`config.mk`:
```
export PLATFORM = sky130hd
export DESIGN_NAME = axil_txfifo_slave
export DESIGN_NICKNAME = d
export VERILOG_FILES = /design/src/rtl/txfifo_pkg.sv /design/src/rtl/sync_fifo.sv /design/src/rtl/axil_txfifo_slave.sv
export SDC_FILE = /design/constraint.sdc
export NUM_CORES = 1
export LEC_CHECK = 0
export ABC_AREA = 1
export ABC_CLOCK_PERIOD_IN_PS = 13400
export CORE_ASPECT_RATIO = 0.5
export CORE_MARGIN = 8
export CORE_UTILIZATION = 65
export CTS_BUF_LIST = sky130_fd_sc_hd__clkbuf_8
export CTS_CLUSTER_DIAMETER = 30
export DETAILED_ROUTE_END_ITERATION = 12
export PLACE_DENSITY_LB_ADDON = 0.08
export SYNTH_ARGS = -nofsm -noshare
export SYNTH_HDL_FRONTEND = slang
export SYNTH_HIERARCHICAL = 1
export SYNTH_SLANG_ARGS = --single-unit
```
`constraint.sdc`:
```
create_clock -name clk -period 13.4 [get_ports clk]
set_clock_uncertainty 0.2 [all_clocks]
set_input_delay 2.68 -clock clk [delete_from_list [all_inputs] [get_ports clk]]
set_output_delay 2.68 -clock clk [all_outputs]
set_load 0.005 [all_outputs]
```
`src/rtl/txfifo_pkg.sv`:
```
// Shared register map, response codes and FSM state types for the CPU transmit FIFO slave.
// No logic; constants only.
// No flow control of its own.
package txfifo_pkg;

    localparam logic [1:0] REG_DATA     = 2'd0;
    localparam logic [1:0] REG_STATUS   = 2'd1;
    localparam logic [1:0] REG_CTRL     = 2'd2;
    localparam logic [1:0] REG_UNMAPPED = 2'd3;

    localparam logic [1:0] RESP_OKAY   = 2'b00;
    localparam logic [1:0] RESP_SLVERR = 2'b10;

    localparam int STAT_EMPTY_BIT   = 16;
    localparam int STAT_FULL_BIT    = 17;
    localparam int STAT_OVF_BIT     = 18;
    localparam int CTRL_FLUSH_BIT   = 0;
    localparam int CTRL_CLR_OVF_BIT = 1;

    typedef enum logic {W_IDLE, W_RESP} w_state_e;
    typedef enum logic {R_IDLE, R_DATA} r_state_e;

endpackage

```
`src/rtl/sync_fifo.sv`:
```
// Single-clock FIFO with first-word-fall-through head and one-cycle flush.
// Latency: a pushed word is visible at dout/level the cycle after the push.
// Backpressure: push while full is dropped unless a pop happens in the same cycle.
module sync_fifo #(
    parameter int DW    = 32,
    parameter int DEPTH = 16,
    parameter int LW    = $clog2(DEPTH) + 1
) (
    input  logic          clk,
    input  logic          rst,
    input  logic          push,
    input  logic          pop,
    input  logic          flush,
    input  logic [DW-1:0] din,
    output logic [DW-1:0] dout,
    output logic          empty,
    output logic          full,
    output logic [LW-1:0] level
);

    localparam int PW = $clog2(DEPTH);

    logic [DW-1:0] mem_q [DEPTH];
    logic [DW-1:0] mem_d [DEPTH];
    logic [PW-1:0] wr_ptr_q, wr_ptr_d;
    logic [PW-1:0] rd_ptr_q, rd_ptr_d;
    logic [LW-1:0] level_q, level_d;
    logic          do_push, do_pop;

    assign empty   = (level_q == '0);
    assign full    = (level_q == LW'(DEPTH));
    assign level   = level_q;
    assign dout    = mem_q[rd_ptr_q];
    assign do_pop  = pop && !empty;
    assign do_push = push && (!full || do_pop);

    always_comb begin
        mem_d    = mem_q;
        wr_ptr_d = wr_ptr_q;
        rd_ptr_d = rd_ptr_q;
        level_d  = level_q;
        // Flush wins over any same-cycle pop; pointers simply restart at zero.
        if (flush) begin
            wr_ptr_d = '0;
            rd_ptr_d = '0;
            level_d  = '0;
        end else begin
            if (do_push) begin
                mem_d[wr_ptr_q] = din;
                wr_ptr_d        = wr_ptr_q + 1'b1;
            end
            if (do_pop) begin
                rd_ptr_d = rd_ptr_q + 1'b1;
            end
            case ({do_push, do_pop})
                2'b10:   level_d = level_q + 1'b1;
                2'b01:   level_d = level_q - 1'b1;
                default: level_d = level_q;
            endcase
        end
    end

    always_ff @(posedge clk) begin
        if (rst) begin
            wr_ptr_q <= '0;
            rd_ptr_q <= '0;
            level_q  <= '0;
        end else begin
            wr_ptr_q <= wr_ptr_d;
            rd_ptr_q <= rd_ptr_d;
            level_q  <= level_d;
        end
    end

    always_ff @(posedge clk) begin
        mem_q <= mem_d;
    end

endmodule

```
`src/rtl/axil_txfifo_slave.sv`:
```
// AXI-Lite slave: CPU pushes transmit words into a FIFO, reads status, issues flush/clear.
// Latency: B two cycles after a joint AW/W handshake; R one cycle after AR.
// Backpressure: one write and one read outstanding; B/R held until bready/rready.
module axil_txfifo_slave
    import txfifo_pkg::*;
#(
    parameter int AW    = 32,
    parameter int DW    = 32,
    parameter int DEPTH = 16,
    parameter int LW    = $clog2(DEPTH) + 1
) (
    input  logic            clk,
    input  logic            rst,
    input  logic [AW-1:0]   s_awaddr,
    input  logic            s_awvalid,
    output logic            s_awready,
    input  logic [DW-1:0]   s_wdata,
    input  logic [DW/8-1:0] s_wstrb,
    input  logic            s_wvalid,
    output logic            s_wready,
    output logic [1:0]      s_bresp,
    output logic            s_bvalid,
    input  logic            s_bready,
    input  logic [AW-1:0]   s_araddr,
    input  logic            s_arvalid,
    output logic            s_arready,
    output logic [DW-1:0]   s_rdata,
    output logic [1:0]      s_rresp,
    output logic            s_rvalid,
    input  logic            s_rready,
    output logic [DW-1:0]   tx_data,
    output logic            tx_valid,
    input  logic            tx_ready
);

    logic          ready_en_q, ready_en_d;
    w_state_e      w_state_q, w_state_d;
    logic          aw_held_q, aw_held_d;
    logic [1:0]    aw_reg_q, aw_reg_d;
    logic          w_held_q, w_held_d;
    logic [DW-1:0] wdata_q, wdata_d;
    logic [1:0]    bresp_q, bresp_d;
    logic          ovf_q, ovf_d;
    r_state_e      r_state_q, r_state_d;
    logic [DW-1:0] rdata_q, rdata_d;
    logic [1:0]    rresp_q, rresp_d;

    logic          fifo_push, fifo_flush, fifo_empty, fifo_full, tx_pop;
    logic [DW-1:0] fifo_dout, status_word;
    logic [LW-1:0] fifo_level;

    // Strobes and the address bits outside [3:2] carry no meaning here.
    logic unused_bits;
    assign unused_bits = ^{s_wstrb, s_awaddr[AW-1:4], s_awaddr[1:0],
                           s_araddr[AW-1:4], s_araddr[1:0]};

    sync_fifo #(
        .DW    (DW),
        .DEPTH (DEPTH),
        .LW    (LW)
    ) u_fifo (
        .clk   (clk),
        .rst   (rst),
        .push  (fifo_push),
        .pop   (tx_ready),
        .flush (fifo_flush),
        .din   (wdata_q),
        .dout  (fifo_dout),
        .empty (fifo_empty),
        .full  (fifo_full),
        .level (fifo_level)
    );

    assign tx_data  = fifo_dout;
    assign tx_valid = !fifo_empty;
    assign tx_pop   = tx_ready && !fifo_empty;

    // ready_en_q keeps every ready low while reset is held and for the reset edge itself.
    assign s_awready = ready_en_q && (w_state_q == W_IDLE) && !aw_held_q;
    assign s_wready  = ready_en_q && (w_state_q == W_IDLE) && !w_held_q;
    assign s_bvalid  = (w_state_q == W_RESP);
    assign s_bresp   = bresp_q;
    assign s_arready = ready_en_q && (r_state_q == R_IDLE);
    assign s_rvalid  = (r_state_q == R_DATA);
    assign s_rdata   = rdata_q;
    assign s_rresp   = rresp_q;

    always_comb begin
        status_word                 = '0;
        status_word[LW-1:0]         = fifo_level;
        status_word[STAT_EMPTY_BIT] = fifo_empty;
        status_word[STAT_FULL_BIT]  = fifo_full;
        status_word[STAT_OVF_BIT]   = ovf_q;
    end

    always_comb begin
        ready_en_d = 1'b1;
        w_state_d  = w_state_q;
        aw_held_d  = aw_held_q;
        aw_reg_d   = aw_reg_q;
        w_held_d   = w_held_q;
        wdata_d    = wdata_q;
        bresp_d    = bresp_q;
        ovf_d      = ovf_q;
        fifo_push  = 1'b0;
        fifo_flush = 1'b0;
        case (w_state_q)
            W_IDLE: begin
                if (s_awvalid && s_awready) begin
                    aw_held_d = 1'b1;
                    aw_reg_d  = s_awaddr[3:2];
                end
                if (s_wvalid && s_wready) begin
                    w_held_d = 1'b1;
                    wdata_d  = s_wdata;
                end
                // Register action fires one cycle after both halves are captured.
                if (aw_held_q && w_held_q) begin
                    aw_held_d = 1'b0;
                    w_held_d  = 1'b0;
                    w_state_d = W_RESP;
                    bresp_d   = RESP_OKAY;
                    case (aw_reg_q)
                        REG_DATA: begin
                            if (fifo_full && !tx_pop) begin
                                bresp_d = RESP_SLVERR;
                                ovf_d   = 1'b1;
                            end else begin
                                fifo_push = 1'b1;
                            end
                        end
                        REG_CTRL: begin
                            fifo_flush = wdata_q[CTRL_FLUSH_BIT];
                            if (wdata_q[CTRL_CLR_OVF_BIT]) begin
                                ovf_d = 1'b0;
                            end
                        end
                        REG_UNMAPPED: bresp_d = RESP_SLVERR;
                        default:      bresp_d = RESP_OKAY;
                    endcase
                end
            end
            W_RESP: begin
                if (s_bready) begin
                    w_state_d = W_IDLE;
                end
            end
            default: w_state_d = W_IDLE;
        endcase
    end

    always_comb begin
        r_state_d = r_state_q;
        rdata_d   = rdata_q;
        rresp_d   = rresp_q;
        case (r_state_q)
            R_IDLE: begin
                if (s_arvalid && s_arready) begin
                    r_state_d = R_DATA;
                    rdata_d   = '0;
                    rresp_d   = RESP_OKAY;
                    case (s_araddr[3:2])
                        REG_STATUS:   rdata_d = status_word;
                        REG_UNMAPPED: rresp_d = RESP_SLVERR;
                        default:      rdata_d = '0;
                    endcase
                end
            end
            R_DATA: begin
                if (s_rready) begin
                    r_state_d = R_IDLE;
                end
            end
            default: r_state_d = R_IDLE;
        endcase
    end

    always_ff @(posedge clk) begin
        if (rst) begin
            ready_en_q <= 1'b0;
            w_state_q  <= W_IDLE;
            aw_held_q  <= 1'b0;
            aw_reg_q   <= '0;
            w_held_q   <= 1'b0;
            wdata_q    <= '0;
            bresp_q    <= RESP_OKAY;
            ovf_q      <= 1'b0;
            r_state_q  <= R_IDLE;
            rdata_q    <= '0;
            rresp_q    <= RESP_OKAY;
        end else begin
            ready_en_q <= ready_en_d;
            w_state_q  <= w_state_d;
            aw_held_q  <= aw_held_d;
            aw_reg_q   <= aw_reg_d;
            w_held_q   <= w_held_d;
            wdata_q    <= wdata_d;
            bresp_q    <= bresp_d;
            ovf_q      <= ovf_d;
            r_state_q  <= r_state_d;
            rdata_q    <= rdata_d;
            rresp_q    <= rresp_d;
        end
    end

endmodule

```
==> results of run 1 <==
per-layer routing:
metal | up-vias | GRT usage [%] | routed length, um
li1 | 6824 | - | -
met1 | 7451 | 35.5 | 22100
met2 | 814 | 42.1 | 26500
met3 | 115 | 5.36 | 5570
met4 | 0 | 8.36 | 1290
met5 | - | 0 | 0
worst min-delay path, stage by stage, from the launching register on:
cell     delay, ns
dfxtp_1       0.31
nand2_1       0.06
a21oi_1       0.05
metrics by stage:
stage	total power [mW]	hold slack [ns]	setup WS (ns)	instances
6_report	4.25	0.271	6.31	2469
5_1_grt	4.44	0.289	6.00	2469
4_1_cts	4.26	0.276	6.31	2469
3_5_place_dp	3.04	0.261	7.05	2327
3_3_place_gp	2.99	0.255	7.19	2327
2_1_floorplan	2.72	0.246	7.06	1878
state kept, by name (all words and copies together), names as in the netlist:
register / cells
u_fifo/mem_q: 512
s_bresp: 1
s_rresp: 1
ready_en_q: 1
s_rvalid: 1
u_fifo/rd_ptr_q: 4
aw_held_q: 1
u_fifo/level: 5
ovf_q: 1
wdata_q: 32
u_fifo/wr_ptr_q: 4
s_bvalid: 1
w_held_q: 1
s_rdata: 8
aw_reg_q: 2
cell usage after synthesis:
cell type | n | area (um^2)
a21oi_1 | 21 | 105
a31oi_1 | 1 | 6.26
buf_1 | 2 | 7.51
buf_2 | 29 | 145
buf_4 | 40 | 300
buf_6 | 8 | 90.1
clkbuf_1 | 57 | 214
clkbuf_2 | 8 | 40.0
clkinv_1 | 2 | 7.51
conb_1 | 1 | 3.75
dfxtp_1 | 63 | 1260
edfxtp_1 | 512 | 15400
fa_1 | 1 | 20.0
ha_1 | 11 | 138
inv_1 | 31 | 116
inv_2 | 4 | 15.0
inv_6 | 1 | 8.76
nand2_1 | 72 | 270
nand2_2 | 2 | 12.5
nand2_4 | 1 | 11.3
nand3_1 | 76 | 380
nand3b_1 | 1 | 7.51
nand4_1 | 9 | 56.3
nor2_1 | 458 | 1720
nor2_4 | 1 | 11.3
nor3_1 | 5 | 25.0
o211ai_1 | 96 | 721
o21ai_0 | 282 | 1410
o21ai_1 | 21 | 105
o21bai_1 | 1 | 7.51
o221ai_1 | 32 | 280
or2_2 | 1 | 6.26
xnor2_1 | 1 | 8.76
xor2_1 | 2 | 17.5
power breakdown:
part	total, mW	switching [mW]	internal (mW)
clock	1.24	0.633	0.603
combinational	0.953	0.591	0.362
sequential	2.06	0.0783	1.98
total	4.25	1.30	2.95
kinds of logic (layout without fill, tap and decap cells):
logic type      Yosys count  in the layout  share of synthesized area, %
flops                   575            575                          72.6
compound gates          454            454                          11.5
xor+xnor                  3              3                         0.115
fa+ha+maj                12             12                         0.688
buf+inv                 182            298                          4.12
other cells               1             26                        0.0164
simple gates            626            626                          10.9
final timing paths:
kind,depth (start not counted),slack (ns),startpoint,end
hold reg to reg,2,0.27,s_rdata[4],s_rdata[4]
setup reg to reg,13,9.57,u_fifo/level[1],u_fifo/mem_q[9]
hold / removal,2,0.27,s_rdata[4],s_rdata[4]
setup / recovery,9,6.31,u_fifo/rd_ptr_q[0],tx_data[8]
cell type report:
| type | instances | area [um^2] |
|---|---|---|
| Fill cell | 2210 | 9120 |
| Clock inverter | 54 | 229 |
| Timing Repair Buffer | 118 | 1110 |
| Inverter | 38 | 154 |
| Sequential cell | 575 | 16600 |
| Clock buffer | 88 | 1210 |
| Tap cell | 475 | 594 |
| Multi-Input combinational cell | 1121 | 5530 |
==> flow_summary.rst, run 1 <==
.. list-table::
   :header-rows: 1

   * - Metric
     - Value
   * - Die span in x
     - 281 um
   * - Portion of the clock cycle consumed by the worst path in the final layout
     - 52.9%
   * - Global-route wire length before repair
     - 83.3 mm
   * - Maximum number of pins on one net before global-route repair
     - 165
   * - Final count of pins violating max slew
     - 0
   * - Top library cells by usage in the layout, fill and taps aside
     - 512 x edfxtp_1, 446 x nor2_1, 282 x o21ai_0, 96 x o211ai_1, 91 x clkdlybuf4s50_1
   * - Number of different library cells in the post-synthesis netlist
     - 34
   * - CP Data Arrival Time
     - 4.21 ns
   * - Status
     - finished, final reports clean
   * - Y dimension of the die
     - 149 um
   * - Area of the mapped netlist
     - 0.0229 mm^2
   * - Maximum clock rate
     - 141 MHz
   * - Number of max-capacitance violations reported
     - 0
   * - Combined buffer and inverter count along the critical path
     - 3
   * - Number of top-level pins
     - 182
   * - Seq cells post-synth
     - 575
   * - Final routed wirelength across all metal layers
     - 55.5 mm
   * - Vias in the first global route
     - 15000
   * - Iteration-0 DRC Markers
     - 1957
   * - Most numerous cell on the critical path
     - nor2_1
   * - Min-delay worst type
     - reg2reg
   * - Final number of hold-violating endpoints
     - 0
   * - Total power per unit cell area
     - 167 mW/mm^2
   * - Most common cell after layout, fill and taps aside
     - edfxtp_1
   * - Final cell area excluding filler cells
     - 0.0255 mm^2
   * - Category of cells accounting for the largest share of critical-path delay
     - buffers and inverters
   * - Clock tree root driver cell
     - clkbuf_8
   * - Final setup violation count
     - 0
   * - Average wire per cell in the routed design
     - 22.5 um
   * - Warnings from Yosys
     - 6
   * - Aggregate global-route resource usage
     - 26.0%
   * - Global route overflow
     - 0
   * - Share of final-layout standard cells stronger than drive strength 1
     - 7.82%
   * - Hold Buf Count CTS
     - 0
   * - Setup bufs post-CTS
     - 0
   * - Floorplan row count
     - 48
   * - Residual DRC
     - 0
   * - Clk sinks
     - 575
   * - Critical path, cell by cell
     - inv_6, buf_4, nor2_1, nor2_1, o21ai_0, o211ai_1, nand3_1, nand2_1, clkdlybuf4s50_1
   * - Placer Congestion
     - 0.794
   * - Vias per cell
     - 6.16
   * - Antenna diode instance count
     - 0
   * - Overall die area
     - 0.0419 mm^2
   * - CP max-delay cell
     - buf_4
   * - Kind of end point of the critical path
     - output pin
   * - Unrepaired setup endpoints after global routing
     - false
   * - Max incr delay on CP
     - 0.91 ns
   * - Leakage power summed over all cells
     - 8.61 nW
   * - Worst VDD drop
     - 0.000134 V
   * - Clock input transition at the sequential cells of the worst setup and hold paths
     - 0.07 ns
   * - Worst-Skew Late Latency
     - 0.63 ns
   * - Number of antenna violations at the first check in global routing
     - 0
   * - Worst slew pin tran
     - 1.21 ns
   * - Antenna-violating nets left
     - 0
   * - Critical path data required time
     - 10.52 ns
   * - Post-detailed-placement half-perimeter wirelength
     - 29.3 mm
   * - Count of vias placed by the detailed router
     - 15200
   * - Sequential element share of the synthesized area
     - 72.6%
   * - Growth of design area from synthesis to finish
     - 11.2%
   * - Worst relative slew slack
     - 19.4%
   * - Minimum period implied by the final worst setup slack
     - 7.09 ns
   * - Layout Nets
     - 2050
   * - Syn Inst Count
     - 1853
   * - Type of element launching the critical path
     - register
   * - Starting density of the core
     - 66.2%
   * - Maximum count of clock buffers along a single path
     - 3
   * - Clock buffer count from CTS
     - 76
   * - Clock tree from TritonCTS
     - yes
   * - Accumulated negative setup slack
     - 0 ns
   * - H-tree depth
     - 3
   * - Syn_area_per_cell
     - 12.4 um^2
   * - Pre-antenna DRT Iters
     - 5
   * - Area of the core region
     - 0.0346 mm^2
   * - CP Class
     - reg2out
   * - Top fanout value on the critical path
     - 164
   * - Share of the core filled with cells in the final layout
     - 73.6%
   * - I/O Buffers
     - 91
   * - Total cell area at the placement stage
     - 0.0240 mm^2
   * - Resize count post-CTS
     - 0
Note: power is estimated with default switching activity, not from simulation.
==> inputs of run 2 (changes only) <==
--- a/config.mk
+++ b/config.mk
@@ -6,10 +6,10 @@
 export NUM_CORES = 1
 export LEC_CHECK = 0
 export ABC_AREA = 1
-export ABC_CLOCK_PERIOD_IN_PS = 13400
+export ABC_CLOCK_PERIOD_IN_PS = 6640
 export CORE_ASPECT_RATIO = 0.5
 export CORE_MARGIN = 8
-export CORE_UTILIZATION = 65
+export CORE_UTILIZATION = 60
 export CTS_BUF_LIST = sky130_fd_sc_hd__clkbuf_8
 export CTS_CLUSTER_DIAMETER = 30
 export DETAILED_ROUTE_END_ITERATION = 12
==> constraint.sdc (replaced) <==
create_clock -name clk -period 6.64 [get_ports clk]
set_clock_uncertainty 0.2 [all_clocks]
set_input_delay 1.328 -clock clk [delete_from_list [all_inputs] [get_ports clk]]
set_output_delay 1.328 -clock clk [all_outputs]
set_load 0.005 [all_outputs]
==> flow_summary.rst, run 2 (synthesized netlist as in run 1, its figures left out) <==
.. list-table::
   :header-rows: 1

   * - Metric
     - Value
   * - Proportion of total power due to net switching
     - 30.0% (was 30.7%)
   * - Source of the worst register-to-register timing path
     - u_fifo/level[1] (unchanged)
   * - Vias per cell
     - 6.05 (was 6.16)
   * - Clock tree root driver cell
     - clkbuf_8 (unchanged)
   * - Portion of the clock cycle consumed by the worst path in the final layout
     - 82.5%
   * - Worst R2R Setup Slack
     - 2.84 ns (was 9.57 ns)
   * - Antenna-violating nets left
     - 0 (unchanged)
   * - Largest Register
     - u_fifo/mem_q (unchanged)
   * - Global route overflow
     - 0 (unchanged)
   * - Internal power component
     - 6.16 mW (was 2.95 mW)
   * - Accumulated negative setup slack
     - 0 ns (unchanged)
   * - Final routed wirelength across all metal layers
     - 56.6 mm (was 55.5 mm)
   * - Clock tree from TritonCTS
     - yes (unchanged)
   * - Worst VDD drop
     - 0.000338 V (was 0.000134 V)
   * - Area of the core region
     - 0.0375 mm^2 (was 0.0346 mm^2)
   * - Clock input transition at the sequential cells of the worst setup and hold paths
     - 0.06 ns (was 0.07 ns)
   * - Logic depth of the worst register-to-register path
     - 13 (unchanged)
   * - Min-delay worst type
     - reg2reg (unchanged)
   * - Clk sinks
     - 575 (unchanged)
   * - Global-route wire length before repair
     - 84.9 mm (was 83.3 mm)
   * - Vias in the first global route
     - 14600 (was 15000)
   * - Resize count post-CTS
     - 0 (unchanged)
   * - Met3 routed WL
     - 4.80 mm (was 5.57 mm)
   * - Final number of hold-violating endpoints
     - 0 (unchanged)
   * - Switching power total
     - 2.64 mW (was 1.30 mW)
   * - Endpoint of the worst-slack reg-to-reg timing path
     - u_fifo/mem_q[97] (was u_fifo/mem_q[9])
   * - CP Class
     - reg2out (unchanged)
   * - Pre-antenna DRT Iters
     - 5 (unchanged)
   * - Setup bufs post-CTS
     - 0 (unchanged)
   * - Worst hold start
     - s_rdata[18] (was s_rdata[4])
   * - Post-detailed-placement half-perimeter wirelength
     - 28.6 mm (was 29.3 mm)
   * - Max incr delay on CP
     - 0.73 ns (was 0.91 ns)
   * - Met2 Wirelength
     - 26.4 mm (was 26.5 mm)
   * - Y dimension of the die
     - 154 um (was 149 um)
   * - Worst-Skew Late Latency
     - 0.63 ns (about the same)
   * - Final count of pins violating max slew
     - 0 (unchanged)
   * - Iteration-0 DRC Markers
     - 1680 (was 1957)
   * - Share of the core filled with cells in the final layout
     - 68.4% (was 73.6%)
   * - Post-Place Cells
     - 2346 (was 2327)
   * - Top library cells by usage in the layout, fill and taps aside
     - 512 x edfxtp_1, 446 x nor2_1, 282 x o21ai_0, 96 x o211ai_1, 91 x clkdlybuf4s50_1 (unchanged)
   * - Most common cell after layout, fill and taps aside
     - edfxtp_1 (unchanged)
   * - CP Data Arrival Time
     - 3.95 ns (was 4.21 ns)
   * - Total cell area at the placement stage
     - 0.0241 mm^2 (was 0.0240 mm^2)
   * - End of the worst hold path
     - s_rdata[18] (was s_rdata[4])
   * - Unrepaired setup endpoints after global routing
     - false (unchanged)
   * - Multi-input gate area in the final layout
     - 0.00553 mm^2 (unchanged)
   * - Layout Nets
     - 2054 (was 2050)
   * - Count of vias placed by the detailed router
     - 15100 (was 15200)
   * - Number of top-level pins
     - 182 (unchanged)
   * - Max reg flops
     - 512 (unchanged)
   * - Final setup violation count
     - 0 (unchanged)
   * - Status
     - finished, final reports clean (unchanged)
   * - Type of element launching the critical path
     - register (unchanged)
   * - Total power per unit cell area
     - 343 mW/mm^2 (was 167 mW/mm^2)
   * - Worst relative slew slack
     - 12.4% (was 19.4%)
   * - Clock buffer count from CTS
     - 80 (was 76)
   * - Antenna diode instance count
     - 0 (unchanged)
   * - Hold Buf Count CTS
     - 0 (unchanged)
   * - Residual DRC
     - 0 (unchanged)
   * - Minimum period implied by the final worst setup slack
     - 5.47 ns
   * - Growth of design area from synthesis to finish
     - 12.1% (was 11.2%)
   * - Wire length on met1
     - 24.0 mm (was 22.1 mm)
   * - Floorplan row count
     - 50 (was 48)
   * - Non-Filler Instances
     - 2489 (was 2469)
   * - H-tree depth
     - 3 (unchanged)
   * - Die span in x
     - 292 um (was 281 um)
   * - Critical path data required time
     - 5.11 ns (was 10.52 ns)
   * - Clock network power share
     - 30.9% (was 29.1%)
   * - Leakage power summed over all cells
     - 8.68 nW (was 8.61 nW)
   * - Sequential Area
     - 0.0166 mm^2 (about the same)
   * - Starting density of the core
     - 61.0% (was 66.2%)
   * - CP max-delay cell
     - buf_4 (unchanged)
   * - Filler instances
     - 2655 (was 2210)
   * - Maximum count of clock buffers along a single path
     - 3 (unchanged)
   * - Overall power
     - 8.80 mW (was 4.25 mW)
   * - Maximum clock rate
     - 183 MHz
   * - Top fanout value on the critical path
     - 70 (was 164)
   * - Combined buffer and inverter count along the critical path
     - 3 (unchanged)
   * - I/O Buffers
     - 91 (unchanged)
   * - Top metal layer carrying routed signals
     - met4 (unchanged)
   * - Share of final-layout standard cells stronger than drive strength 1
     - 7.82% (about the same)
   * - Kind of end point of the critical path
     - output pin (unchanged)
   * - Final cell area excluding filler cells
     - 0.0257 mm^2 (was 0.0255 mm^2)
   * - Worst slew pin tran
     - 1.31 ns (was 1.21 ns)
   * - Most numerous cell on the critical path
     - buf_4 (was nor2_1)
   * - Placer Congestion
     - 0.830 (was 0.794)
   * - Maximum number of pins on one net before global-route repair
     - 259 (was 165)
   * - Number of max-capacitance violations reported
     - 0 (unchanged)
   * - Critical path, cell by cell
     - buf_4, buf_4, o21ai_0, o211ai_1, nand3_1, nand2_1, clkdlybuf4s50_1 (was inv_6, buf_4, nor2_1, nor2_1, o21ai_0, o211ai_1, nand3_1, nand2_1, clkdlybuf4s50_1)
   * - Category of cells accounting for the largest share of critical-path delay
     - buffers and inverters (unchanged)
   * - Hold path cells
     - 2 (unchanged)
   * - Overall die area
     - 0.0451 mm^2 (was 0.0419 mm^2)
   * - Number of antenna violations at the first check in global routing
     - 0 (unchanged)
   * - Aggregate global-route resource usage
     - 24.5% (was 26.0%)
   * - Average wire per cell in the routed design
     - 22.7 um (was 22.5 um)
   * - Combinational Power Share
     - 22.3% (was 22.4%)
   * - Reg power frac
     - 46.8% (was 48.5%)
## run 2: worst max path at each step
stage | from | endpoint | slack, ns | cells past startpoint
after global routing | u_fifo/rd_ptr_q[1] | tx_data[22] | 0.96 | 7
after CTS | u_fifo/rd_ptr_q[1] | tx_data[3] | 1.17 | 7
final | u_fifo/rd_ptr_q[1] | tx_data[3] | 1.17 | 7
after floorplan | tx_ready | u_fifo/mem_q[128] | 1.65 | 8
after detailed placement | tx_ready | u_fifo/mem_q[117] | 1.74 | 10
after global placement | tx_ready | u_fifo/mem_q[46] | 1.81 | 10
## run 2: layout make-up
class                           count  area share [%]
Tap cell                          494            2.41
Clock buffer                       86            4.61
Inverter                           38           0.609
Timing Repair Buffer              118            4.53
Clock inverter                     57            1.52
Sequential cell                   575            64.8
Multi-Input combinational cell   1121            21.5
## run 2: metrics by stage
stage,setup slack [ns],hold slack [ns]
2_1_floorplan,1.65,0.246
3_5_place_dp,1.74,0.256
4_1_cts,1.17,0.271
5_1_grt,0.958,0.284
6_report,1.17,0.270
3_3_place_gp,1.81,0.255
## run 2: worst min-delay path, cell delays in order (launching register included)
cell     delay [ns]
dfxtp_1        0.31
nand2_1        0.06
a21oi_1        0.05
## run 2: power groups by stage
stage	logic (mW)	registers, mW	clock network (mW)
after floorplan	1.36	4.13	0
final	1.96	4.12	2.72
after detailed placement	1.95	4.19	0
after global routing	2.18	4.13	2.92
after CTS	1.96	4.12	2.76
after global placement	1.87	4.18	0
## run 2: per-layer routing
layer  track usage (%)  vias to the layer above
met2              38.2                      660
met1              34.4                     7460
met5                 0                        -
met3              5.23                      108
met4              7.95                        0
li1                  -                     6841
